$ cat src/rtl/data_mem_arbiter_if.sv
// Request/response bundle for one data_memory requester (CPU or debug loader).
// The requester uses the master modport, the arbiter the slave modport.
interface data_mem_arbiter_if #(
  parameter int ADDR_W = 4,
  parameter int DATA_W = 8
);
  logic              req;
  logic              we;
  logic [ADDR_W-1:0] addr;
  logic [DATA_W-1:0] wdata;
  logic              gnt;
  logic              rvalid;
  logic [DATA_W-1:0] rdata;

  modport master (output req, we, addr, wdata, input gnt, rvalid, rdata);
  modport slave  (input req, we, addr, wdata, output gnt, rvalid, rdata);
endinterface

$ cat src/rtl/data_mem_arbiter.sv
// Two-port arbiter in front of the 16x8 data_memory: serialises CPU and debug
// accesses into one 2-cycle IDLE/ACCESS slot and routes read data back to the owner.
module data_mem_arbiter #(
  parameter int ADDR_W = 4,
  parameter int DATA_W = 8,
  parameter int FAIR   = 1
) (
  input  logic              clk,
  input  logic              rst_n,
  data_mem_arbiter_if.slave cpu,
  data_mem_arbiter_if.slave dbg,
  output logic [ADDR_W-1:0] mem_addr,
  output logic [DATA_W-1:0] mem_wdata,
  output logic              mem_read,
  output logic              mem_write,
  input  logic [DATA_W-1:0] mem_data,
  output logic              busy
);
  typedef enum logic {IDLE, ACCESS} state_t;

  state_t state;
  logic   last_dbg;
  logic   owner_dbg;

  logic              any_req;
  logic              win_dbg;
  logic              sel_we;
  logic [ADDR_W-1:0] sel_addr;
  logic [DATA_W-1:0] sel_wdata;

  // Debug wins alone, or on a tie when round-robin is on and the CPU went last.
  assign any_req   = cpu.req | dbg.req;
  assign win_dbg   = dbg.req & (~cpu.req | ((FAIR != 0) & ~last_dbg));
  assign sel_we    = win_dbg ? dbg.we    : cpu.we;
  assign sel_addr  = win_dbg ? dbg.addr  : cpu.addr;
  assign sel_wdata = win_dbg ? dbg.wdata : cpu.wdata;

  always_ff @(posedge clk or negedge rst_n) begin
    if (!rst_n) begin
      state      <= IDLE;
      last_dbg   <= 1'b1;
      owner_dbg  <= 1'b0;
      busy       <= 1'b0;
      mem_addr   <= '0;
      mem_wdata  <= '0;
      mem_read   <= 1'b0;
      mem_write  <= 1'b0;
      cpu.gnt    <= 1'b0;
      cpu.rvalid <= 1'b0;
      cpu.rdata  <= '0;
      dbg.gnt    <= 1'b0;
      dbg.rvalid <= 1'b0;
      dbg.rdata  <= '0;
    end else begin
      cpu.rvalid <= 1'b0;
      dbg.rvalid <= 1'b0;
      case (state)
        IDLE: begin
          if (any_req) begin
            state     <= ACCESS;
            busy      <= 1'b1;
            owner_dbg <= win_dbg;
            last_dbg  <= win_dbg;
            cpu.gnt   <= ~win_dbg;
            dbg.gnt   <= win_dbg;
            mem_addr  <= sel_addr;
            mem_read  <= ~sel_we;
            mem_write <= sel_we;
            mem_wdata <= sel_we ? sel_wdata : '0;
          end
        end
        ACCESS: begin
          // Requests are ignored here; the slot always closes after one cycle.
          state     <= IDLE;
          busy      <= 1'b0;
          cpu.gnt   <= 1'b0;
          dbg.gnt   <= 1'b0;
          mem_addr  <= '0;
          mem_wdata <= '0;
          mem_read  <= 1'b0;
          mem_write <= 1'b0;
          if (mem_read) begin
            if (owner_dbg) begin
              dbg.rdata  <= mem_data;
              dbg.rvalid <= 1'b1;
            end else begin
              cpu.rdata  <= mem_data;
              cpu.rvalid <= 1'b1;
            end
          end
        end
        default: state <= IDLE;
      endcase
    end
  end
endmodule

$ cat src/flat_wrapper.sv
// flat-port wrapper written by rule: the top's interface ports become plain ports
module data_mem_arbiter_flat 
#(
  parameter int ADDR_W = 4,
  parameter int DATA_W = 8,
  parameter int FAIR   = 1
)
  (clk, rst_n, mem_addr, mem_wdata, mem_read, mem_write, mem_data, busy, cpu_req, cpu_we, cpu_addr, cpu_wdata, cpu_gnt, cpu_rvalid, cpu_rdata, dbg_req, dbg_we, dbg_addr, dbg_wdata, dbg_gnt, dbg_rvalid, dbg_rdata);
  data_mem_arbiter_if #(.ADDR_W(ADDR_W), .DATA_W(DATA_W)) cpu_i ();
  data_mem_arbiter_if #(.ADDR_W(ADDR_W), .DATA_W(DATA_W)) dbg_i ();
  input  logic clk;
  input  logic rst_n;
  output logic [ADDR_W-1:0] mem_addr;
  output logic [DATA_W-1:0] mem_wdata;
  output logic mem_read;
  output logic mem_write;
  input  logic [DATA_W-1:0] mem_data;
  output logic busy;
  input wire logic [$bits(cpu_i.req)-1:0] cpu_req;
  input wire logic [$bits(cpu_i.we)-1:0] cpu_we;
  input wire logic [$bits(cpu_i.addr)-1:0] cpu_addr;
  input wire logic [$bits(cpu_i.wdata)-1:0] cpu_wdata;
  output wire logic [$bits(cpu_i.gnt)-1:0] cpu_gnt;
  output wire logic [$bits(cpu_i.rvalid)-1:0] cpu_rvalid;
  output wire logic [$bits(cpu_i.rdata)-1:0] cpu_rdata;
  input wire logic [$bits(dbg_i.req)-1:0] dbg_req;
  input wire logic [$bits(dbg_i.we)-1:0] dbg_we;
  input wire logic [$bits(dbg_i.addr)-1:0] dbg_addr;
  input wire logic [$bits(dbg_i.wdata)-1:0] dbg_wdata;
  output wire logic [$bits(dbg_i.gnt)-1:0] dbg_gnt;
  output wire logic [$bits(dbg_i.rvalid)-1:0] dbg_rvalid;
  output wire logic [$bits(dbg_i.rdata)-1:0] dbg_rdata;
  assign cpu_i.req = cpu_req;
  assign cpu_i.we = cpu_we;
  assign cpu_i.addr = cpu_addr;
  assign cpu_i.wdata = cpu_wdata;
  assign cpu_gnt = cpu_i.gnt;
  assign cpu_rvalid = cpu_i.rvalid;
  assign cpu_rdata = cpu_i.rdata;
  assign dbg_i.req = dbg_req;
  assign dbg_i.we = dbg_we;
  assign dbg_i.addr = dbg_addr;
  assign dbg_i.wdata = dbg_wdata;
  assign dbg_gnt = dbg_i.gnt;
  assign dbg_rvalid = dbg_i.rvalid;
  assign dbg_rdata = dbg_i.rdata;
  data_mem_arbiter #(.ADDR_W(ADDR_W), .DATA_W(DATA_W), .FAIR(FAIR)) u_core (.clk(clk), .rst_n(rst_n), .cpu(cpu_i), .dbg(dbg_i), .mem_addr(mem_addr), .mem_wdata(mem_wdata), .mem_read(mem_read), .mem_write(mem_write), .mem_data(mem_data), .busy(busy));
endmodule
$ cat config.mk
export PLATFORM = sky130hd
export DESIGN_NAME = data_mem_arbiter_flat
export DESIGN_NICKNAME = d
export VERILOG_FILES = /design/src/rtl/data_mem_arbiter_if.sv /design/src/rtl/data_mem_arbiter.sv /design/src/flat_wrapper.sv
export SDC_FILE = /design/constraint.sdc
export NUM_CORES = 1
export LEC_CHECK = 0
export ABC_AREA = 1
export BUFFER_PORTS_ARGS = -buffer_cell sky130_fd_sc_hd__buf_2
export CAP_MARGIN = 20
export CORE_MARGIN = 4
export CORE_UTILIZATION = 48
export CTS_BUF_LIST = sky130_fd_sc_hd__clkbuf_4
export DETAILED_ROUTE_END_ITERATION = 16
export HOLD_SLACK_MARGIN = 0.1
export MAX_ROUTING_LAYER = met4
export PLACE_DENSITY = 0.79
export RECOVER_POWER = 100
export SYNTH_ARGS = -nofsm -noshare
export SYNTH_HDL_FRONTEND = slang
export SYNTH_SLANG_ARGS = --single-unit
export TNS_END_PERCENT = 100
$ cat constraint.sdc
create_clock -name clk -period 1.45 [get_ports clk]
set_input_delay 0.29 -clock clk [delete_from_list [all_inputs] [get_ports clk]]
set_output_delay 0.29 -clock clk [all_outputs]
set_load 0.005 [all_outputs]
==> results of run 1 <==
==> critical path, delay by kind of cell, from the launching register on <==
kind	cells	cell delay (ps)
flip-flops	1	540
AND/OR/NAND/NOR	3	370
buffers and inverters	2	250
AO/OA/AOI/OAI	1	80
==> cells in the mapped netlist (2+ instances only) <==
cell,count,share of area
buf_2,6,0.019
dfrtp_1,37,0.58
inv_1,13,0.031
inv_2,2,0.0047
nand2_1,78,0.18
nand3_1,23,0.072
nand3_2,2,0.013
nand4_1,2,0.0079
nor2_1,2,0.0047
o21ai_0,10,0.031
o21ai_1,8,0.025
==> per-layer routing <==
metal	up-vias	global-route usage	wire length (um)
met5	-	-	0
li1	750	-	-
met3	5	0.05641	215
met2	45	0.3047	1780
met1	684	0.2489	1598
met4	0	0.06995	57
==> power groups by stage <==
stage	registers (W)	clock network (W)	logic (W)
2_1_floorplan	0.00156	0	0.000338
5_1_grt	0.00156	0.000952	0.000901
3_3_place_gp	0.00153	0	0.000802
3_5_place_dp	0.00154	0	0.000815
4_1_cts	0.00152	0.000884	0.000819
6_report	0.00152	0.000869	0.000760
==> metrics by stage <==
step                hold WS [ps]  power, W
finish                     174.0  0.003148
global route               171.9  0.003415
CTS                        165.5  0.003222
detailed placement         218.9  0.002353
global placement           221.6  0.002332
floorplan                 -5.591  0.001899
==> layout make-up <==
cell class / instances / area share
sequential: 38 / 0.4490
multi-input combinational: 126 / 0.2566
timing repair buffer: 79 / 0.1941
clock inverter: 3 / 0.03009
inverter: 15 / 0.02655
tap: 44 / 0.02596
clock buffer: 5 / 0.01770
==> placed cells by master (no fill, tap or decap), types with 3 or more instances in the layout <==
cell	count
buf_2	59
buf_4	5
clkbuf_1	13
clkbuf_4	5
dfrtp_1	37
inv_1	13
nand2_1	77
nand3_1	23
nor2_1	3
o21ai_0	18
==> flip-flops by register name (all words and copies together), names as in the netlist, 4 cells and up <==
signal / cells
u_core.cpu.rdata: 8
u_core.mem_addr: 4
u_core.dbg.rdata: 8
u_core.mem_wdata: 8
==> repair_timing <==
item,in CTS,in global routing
hold buffers,1,0
setup endpoints to repair,0,10
endpoints found under the hold margin,13,0
gates resized for setup,0,1
==> logic make-up (layout without fill, tap and decap cells) <==
| group | count (synthesis) | in the layout | share of synthesized area |
|---|---|---|---|
| AND/OR/NAND/NOR | 108 | 108 | 0.2856 |
| flip-flops | 38 | 38 | 0.5987 |
| buffers and inverters | 22 | 102 | 0.05901 |
| AO/OA/AOI/OAI | 18 | 18 | 0.05665 |
==> final timing paths <==
| path | start | endpoint | cells after the start |
|---|---|---|---|
| max | u_core.last_dbg | u_core.owner_dbg | 6 |
| min | dbg_addr[2] | u_core.mem_addr[2] | 3 |
| max reg2reg | u_core.last_dbg | u_core.owner_dbg | 6 |
| min reg2reg | u_core.last_dbg | u_core.last_dbg | 2 |
| max in group asynchronous | rst_n | u_core.mem_wdata[7] | 3 |
| min in group asynchronous | rst_n | u_core.mem_wdata[4] | 2 |
==> impl_metrics.json, run 1 <==
{
  "grt_pass1_wl_um": 6265,
  "slowest_delay_ps": 540,
  "gp_congestion": 0.8610,
  "p_clk_frac": 0.276,
  "setup_slack_ps": 105.2,
  "avgSynthCellArea_um2": 8.550,
  "overflow": 0,
  "vias": 1484,
  "grt_max_degree": 25,
  "setup_viol": 0,
  "diodes": 0,
  "multi_input_area_um2": 544.3,
  "p_seq_frac": 0.483,
  "hp-class": "primary input to register",
  "cts-root-buf": "clkbuf_4",
  "finalClockSkew_ps": 8.617,
  "p_leak_nw": 1.236,
  "ys_warn_count": 0,
  "fillCellCount": 293,
  "final_hold_viol_count": 0,
  "instances_no_fill": 310,
  "die_y_um": 65.56,
  "area_delta_synth_final_pct": 33.36,
  "pre_cts_slack_ps": 81.21,
  "ys_ff_latch": 38,
  "placed_cells": 301,
  "dpl.hpwl_um": 2804,
  "pwr-share-comb": 0.241,
  "startpoint_type": "register",
  "rows": 20,
  "fmax_mhz": 743.6,
  "ys.flop_type": "dfrtp_1",
  "critPathArrivalTime_ps": 1560,
  "io_buffers": 72,
  "grt_usage": 0.1972,
  "antenna_found_initial": 0,
  "synth-seq-area-share": 0.5987,
  "setup_tns_ps": 0,
  "syn_nets": 224,
  "nets": 303,
  "post-route-period-util": 0.9275,
  "maxSlewViolCount": 0,
  "drt_iter0_drc": 111,
  "status": "finished clean",
  "maxCapViolations": 0,
  "critPathMostFrequentCell": "nand2_1",
  "routed_wl_um": 3652,
  "io_pins": 73,
  "final.min_clock_period_ps": 1345,
  "critPathMaxFanout": 7,
  "syn_inst": 186,
  "internal_power_w": 0.002246,
  "placed_cell_area_um2": 2026,
  "tightestPinTransition_ps": 887.2,
  "final_area_um2": 2121,
  "p_sw_frac": 0.2865,
  "clk_pin_slew_ps": 110,
  "postRouteAntennaNets": 0,
  "slew-limit-headroom": 0.4085,
  "worstSkewPairLatency_ps": 340,
  "reg2reg_slack_ps": 110,
  "utilization": 0.6835,
  "avgViaCountPerCell": 4.787,
  "vdd_drop_max_mv": 0.8794,
  "wire_per_inst_um": 11.78,
  "worst-setup-path-type": "register to register",
  "pwr_density_cell_nw_per_um2": 1484,
  "ys_types": 14,
  "cts.sinks": 38,
  "synth-edff-count": 0,
  "initial_core_util": 0.5125,
  "seq_area_um2": 952.2,
  "die_area_um2": 4298,
  "cts_tree": "built",
  "cts_buffers": 5,
  "path_cells": "nand2_1 -> nand2_1 -> buf_4 -> nor2_1 -> inv_1 -> o21ai_0",
  "slowest_stage": "dfstp_2",
  "clockBufferDepth": 2,
  "chipWidth_um": 65.56,
  "cts_setup_buffers": 0,
  "synth-async-reset-ratio": 1.000,
  "critPathRequiredTime_ps": 1670,
  "drtPass1Iterations": 4,
  "h-tree-depth": 2,
  "drc": 0,
  "p_sw_w": 0.0009019,
  "grt_pass1_vias": 1393,
  "rsz0062_at_grt": "false",
  "end_kind": "register",
  "syn_area_um2": 1590,
  "drive_above_1_share": 0.2932,
  "core_um2": 3103
}
No activity file was read; power rests on OpenSTA's default activity.
==> inputs of run 2 (changes only) <==
Settings changed: ABC_AREA 1 to not set, CELL_PAD_IN_SITES_DETAIL_PLACEMENT set to 1, CELL_PAD_IN_SITES_GLOBAL_PLACEMENT set to 1, CORE_UTILIZATION 48 to 36, PLACE_DENSITY 0.79 to 0.77.
==> run 2 against run 1 <==
  * Clock-buffer cell count stayed put
  * Fmax is 0.72% lower
  * Flip-flop and latch count stayed put
  * Global-route usage is 3.2 points lower
  * Final cell count down 18%
  * Worst hold slack improved by 22 ps
  * Sequential power barely moved
  * Critical endpoint is now u_core.cpu.rdata[6]
  * Largest cell class unchanged
  * Highest routed layer unchanged
==> impl_metrics.json, run 2 <==
{
  "cts.sinks": 38,
  "synth_top_family_by_area": "multiplexers",
  "vias": 1275,
  "synth-async-reset-ratio": 1.000,
  "chipWidth_um": 74.60,
  "tightestPinTransition_ps": 478.0,
  "pwr_density_cell_nw_per_um2": 1393,
  "synthTopCellsByCount": "dfrtp_1, mux2_2, nand2_1, mux2i_1, o31ai_1",
  "clk_pin_slew_ps": 110,
  "grt_max_degree": 22,
  "synth_xor_area_frac": 0,
  "cts-root-buf": "clkbuf_4",
  "area_delta_synth_final_pct": 29.47,
  "worst-setup-path-type": "register to register",
  "grt_pass1_wl_um": 6644,
  "avgSynthCellArea_um2": 12.88,
  "largestRegisters": "u_core.cpu.rdata (8), u_core.dbg.rdata (8), u_core.mem_wdata (8)",
  "drc": 0,
  "cts_buffers": 5,
  "initial_core_util": 0.3853,
  "yosys.area_share.simple": 0.08699,
  "hp-class": "primary input to register",
  "ys.flop_type": "dfrtp_1",
  "finalClockSkew_ps": 3.868,
  "synth_most_common_cell": "dfrtp_1",
  "hold_start": "cpu_addr[2]",
  "synth_mux_area_frac": 0.1818,
  "hold_path_end": "u_core.mem_addr[2]",
  "pre_cts_slack_ps": 41.53,
  "avgViaCountPerCell": 5.040,
  "h-tree-depth": 2,
  "final_hold_viol_count": 0,
  "rows": 23,
  "reg2reg_slack_ps": 100,
  "layout_common_cells": "buf_2, dfrtp_1, clkbuf_1",
  "ys_types": 25,
  "syn_area_um2": 1597,
  "post-route-period-util": 0.9342,
  "gp_congestion": 0.7520,
  "grt_usage": 0.1649,
  "yosysTopAreaCellShare": 0.5799,
  "synth.area.top_cells": "dfrtp_1, mux2_2, mux2i_1",
  "core_um2": 4144,
  "io_pins": 73,
  "end_kind": "register",
  "setup_tns_ps": 0,
  "drive_above_1_share": 0.3892,
  "startpoint_type": "register",
  "worstReg2RegEnd": "u_core.cpu.rdata[6]",
  "die_area_um2": 5564,
  "syn_nets": 162,
  "critPathRequiredTime_ps": 1670,
  "final_common_cell": "buf_2",
  "syn_inst": 124,
  "maxSlewViolCount": 0,
  "final.min_clock_period_ps": 1355,
  "rsz0062_at_grt": "false",
  "fmax_mhz": 738.2,
  "synth_top_cell_by_area": "dfrtp_1",
  "overflow": 0,
  "p_leak_nw": 0.9990,
  "cts_tree": "built",
  "synth_compound_area_frac": 0.1066,
  "vdd_drop_max_mv": 0.3976,
  "fillCellCount": 477,
  "r2r_cells": 2,
  "antenna_found_initial": 0,
  "postRouteAntennaNets": 0,
  "clockBufferDepth": 2,
  "ys_warn_count": 0,
  "wire_per_inst_um": 16.75,
  "io_buffers": 72,
  "synth_fa_ha_area_frac": 0,
  "finalPower_w": 0.002879,
  "critPathMaxFanout": 9,
  "setup_viol": 0,
  "drt_iter0_drc": 76,
  "grt_pass1_vias": 1418,
  "routed_wl_um": 4237,
  "status": "finished clean",
  "ys_ff_latch": 38,
  "synth-seq-area-share": 0.5964,
  "r2r_start": "u_core.owner_dbg",
  "dpl.hpwl_um": 3380,
  "slew-limit-headroom": 0.6804,
  "die_y_um": 74.60,
  "synth-edff-count": 0,
  "whs_path_depth": 2,
  "maxCapViolations": 0,
  "worstSkewPairLatency_ps": 330,
  "nets": 240,
  "drtPass1Iterations": 4,
  "setup_slack_ps": 95.40,
  "critPathArrivalTime_ps": 1570,
  "diodes": 0
}
[run 2: cells by family (layout without fill, tap and decap cells)]
kind of cell           count (synthesis)  in the layout
DFF                                   38             38
buffers and inverters                  9             88
AOI/OAI and AO/OA                     21             21
muxes                                 27             27
and+or+nand+nor                       29             29
[run 2: worst max path at each step]
stage / from / to / slack [ps] / cells past startpoint
floorplan: u_core.state / u_core.mem_wdata[0] / 230 / 5
global placement: u_core.last_dbg / u_core.mem_write / 140 / 3
detailed placement: u_core.last_dbg / u_core.mem_wdata[1] / 40 / 3
CTS: u_core.last_dbg / u_core.mem_wdata[1] / 20 / 3
global route: u_core.last_dbg / u_core.mem_wdata[4] / 20 / 4
finish: u_core.owner_dbg / u_core.cpu.rdata[6] / 100 / 2
[run 2: area by class of cell]
cell class | count | area, um2 | area share
tap | 50 | 62.56 | 0.03027
multi-input combinational | 77 | 615.6 | 0.2978
clock buffer | 5 | 37.54 | 0.01816
clock inverter | 3 | 11.26 | 0.005448
inverter | 2 | 7.507 | 0.003632
timing repair buffer | 78 | 380.4 | 0.1840
sequential | 38 | 952.2 | 0.4607
[run 2: worst max-delay path, cell delays in order, from the launching register on]
cell and delay (ps):
dfrtp_1 410, nand3b_1 430, mux2_2 410
[run 2: repair_timing]
action                     in CTS  in global routing
hold endpoints to repair       17                  0
setup endpoints to repair       0                  8
hold buffers                    1                  0
resized for setup               0                  4
setup buffers                   0                  0
[run 2: power breakdown]
part	leakage, nW	internal [W]	switching, W	total [W]
sequential	0.472	0.00137	0.000162	0.00153
clock	0.0277	0.000173	0.000324	0.000497
combinational	0.500	0.000459	0.000393	0.000851
total	0.999	0.00200	0.000878	0.00288
[run 2: metal layers]
metal  vias up  wire [um]  GRT usage
met4         0         50    0.05534
met2        57       2101     0.2702
li1        600          -          -
met3         7        340    0.04595
met1       611       1744     0.1952
met5         -          0          -
[run 2: metrics by stage]
stage / cell area (um2) / utilization / instances / hold slack [ps]
after global placement: 2032 / 0.4903 / 244 / 248.3
after global routing: 2067 / 0.4988 / 253 / 177.7
after CTS: 2091 / 0.5045 / 253 / 172.3
after floorplan: 1597 / - / 124 / -5.591
final: 2067 / 0.4988 / 253 / 196.0
after detailed placement: 2032 / 0.4903 / 244 / 256.0
==> inputs of run 3 (changes only) <==
Settings changed: BUFFER_PORTS_ARGS -buffer_cell sky130_fd_sc_hd__buf_2 to not set, CORE_UTILIZATION 36 to 44, DONT_BUFFER_PORTS set to 1, PLACE_DENSITY 0.77 to 0.73.
Clock period 1.45 ns to 1.1 ns, I/O delays scaled along.
==> run 3 against run 2 <==
  * Register-to-register slack worse by 310 ps
  * The flow now finishes with violations (negative setup slack)
  * Critical path type unchanged
  * Largest power group unchanged
  * Die area fell by 16%
  * Global-route usage increased by 4.5 points
  * Sequential share of layout area down 2.6 points
==> impl_metrics.json, run 3 (synthesis results as in run 2) <==
{
  "status": "finished with violations",
  "violations": "negative setup slack",
  "core_um2": 3416,
  "grt_usage": 0.2102,
  "placed_cells": 174,
  "utilization": 0.6436,
  "initial_core_util": 0.4674,
  "wire_per_inst_um": 22.76,
  "vias": 1179,
  "drive_above_1_share": 0.3602,
  "pre_cts_slack_ps": -329.0,
  "cts-root-buf": "clkbuf_4",
  "critPathMaxFanout": 8,
  "rows": 21,
  "routed_wl_um": 4711,
  "drt_iter0_drc": 54,
  "layout_common_cells": "dfrtp_1, dlygate4sd3_1, nand2_1",
  "worstSkewPairLatency_ps": 340,
  "avgViaCountPerCell": 5.696,
  "chipWidth_um": 68.24,
  "rsz0062_at_grt": "true",
  "postRouteAntennaNets": 0,
  "h-tree-depth": 2,
  "drtPass1Iterations": 4,
  "clockBufferDepth": 2,
  "largestRegisters": "u_core.cpu.rdata (8), u_core.dbg.rdata (8), u_core.mem_wdata (8)",
  "dpl.hpwl_um": 2739,
  "maxSlewViolCount": 0,
  "post-route-period-util": 1.198,
  "final_hold_viol_count": 0,
  "fmax_mhz": 758.8,
  "worst-setup-path-type": "register to register",
  "antenna_found_initial": 0,
  "grt_pass1_wl_um": 6851,
  "clk_pin_slew_ps": 110,
  "diodes": 0,
  "end_kind": "register",
  "setup_slack_ps": -217.8,
  "tightestPinTransition_ps": 514.8,
  "overflow": 0,
  "cts_tree": "built",
  "final_common_cell": "dfrtp_1",
  "instances_no_fill": 207,
  "vdd_drop_max_mv": 0.7934,
  "die_area_um2": 4656,
  "die_y_um": 68.24,
  "p_leak_nw": 1.014,
  "drc": 0,
  "grt_max_degree": 39,
  "setup_viol": 33,
  "slew-limit-headroom": 0.6568,
  "gp_congestion": 0.7355,
  "startpoint_type": "register",
  "area_delta_synth_final_pct": 37.70,
  "pwr_density_cell_nw_per_um2": 1777,
  "cts_buffers": 5,
  "final.min_clock_period_ps": 1318,
  "maxCapViolations": 0,
  "finalClockSkew_ps": 12.60,
  "io_pins": 73,
  "grt_pass1_vias": 1295,
  "io_buffers": 0,
  "cts.sinks": 38,
  "critPathRequiredTime_ps": 1330,
  "nets": 198,
  "hp-class": "primary input to register",
  "critPathArrivalTime_ps": 1550
}
==> run 3: layer usage <==
metal  part of all wire  vias to the layer above  wire (um)  track usage
met5                  0                        -          0            -
met4              0.016                        0         75      0.05955
met3              0.080                        9        377      0.05911
met2               0.56                       55       2618       0.3899
met1               0.35                      603       1640       0.2136
li1                   -                      512          -            -
==> run 3: cell type report <==
| type | instances | area (um2) |
|---|---|---|
| multi-input cells | 77 | 734.5 |
| clock buffers | 5 | 37.54 |
| repair buffers | 36 | 390.4 |
| inverters | 2 | 7.507 |
| flip-flops and latches | 38 | 954.7 |
| well taps | 46 | 57.56 |
| fillers | 340 | 1217 |
| clock inverters | 3 | 16.27 |
==> run 3: stage by stage <==
step                      TNS, ps  instance area [um2]  power [W]  hold slack [ps]
after floorplan             -2906                 1603   0.002596           -75.59
after global placement      -3047                 1715   0.002761           -74.55
after detailed placement    -4413                 1715   0.002841           -74.64
after CTS                   -3458                 2076   0.003812            101.0
after global routing        -5828                 2198   0.004151            103.7
final                       -4321                 2198   0.003906            114.0
==> run 3: critical path, cell delays in order, from the launching register on <==
cell,delay [ps]
dfstp_2,410
a21boi_4,270
buf_8,200
mux2i_1,240
o31ai_1,100
==> run 3: final timing paths <==
| path | start | endpoint | slack, ps | cells past startpoint |
|---|---|---|---|---|
| worst max-delay path | u_core.last_dbg | u_core.mem_wdata[5] | -220 | 4 |
| min in group asynchronous | rst_n | u_core.dbg.rdata[4] | 410 | 2 |
| worst min-delay path | cpu_wdata[2] | u_core.mem_wdata[2] | 110 | 2 |
| worst max register to register | u_core.last_dbg | u_core.mem_wdata[5] | -220 | 4 |
| worst min register to register | u_core.mem_wdata[1] | u_core.mem_wdata[1] | 530 | 2 |
| max in group asynchronous | rst_n | u_core.mem_read | 310 | 2 |
==> run 3: timing repair <==
| action | 4_1_cts | 5_1_grt |
|---|---|---|
| hold buffers | 15 | 4 |
| endpoints found under the hold margin | 61 | 3 |
| cloned | 2 | 0 |
| buffers inserted | 2 | 2 |
| setup endpoints to repair | 33 | 34 |
| gates resized for setup | 25 | 21 |
| pin swaps | 9 | 8 |
==> run 3: report_power, final <==
group          leakage (nW)  switching [W]  internal (W)
Sequential            0.469       0.000373       0.00181
Combinational         0.516       0.000384      0.000647
Clock                0.0286       0.000455      0.000238
Total                  1.01        0.00121       0.00269
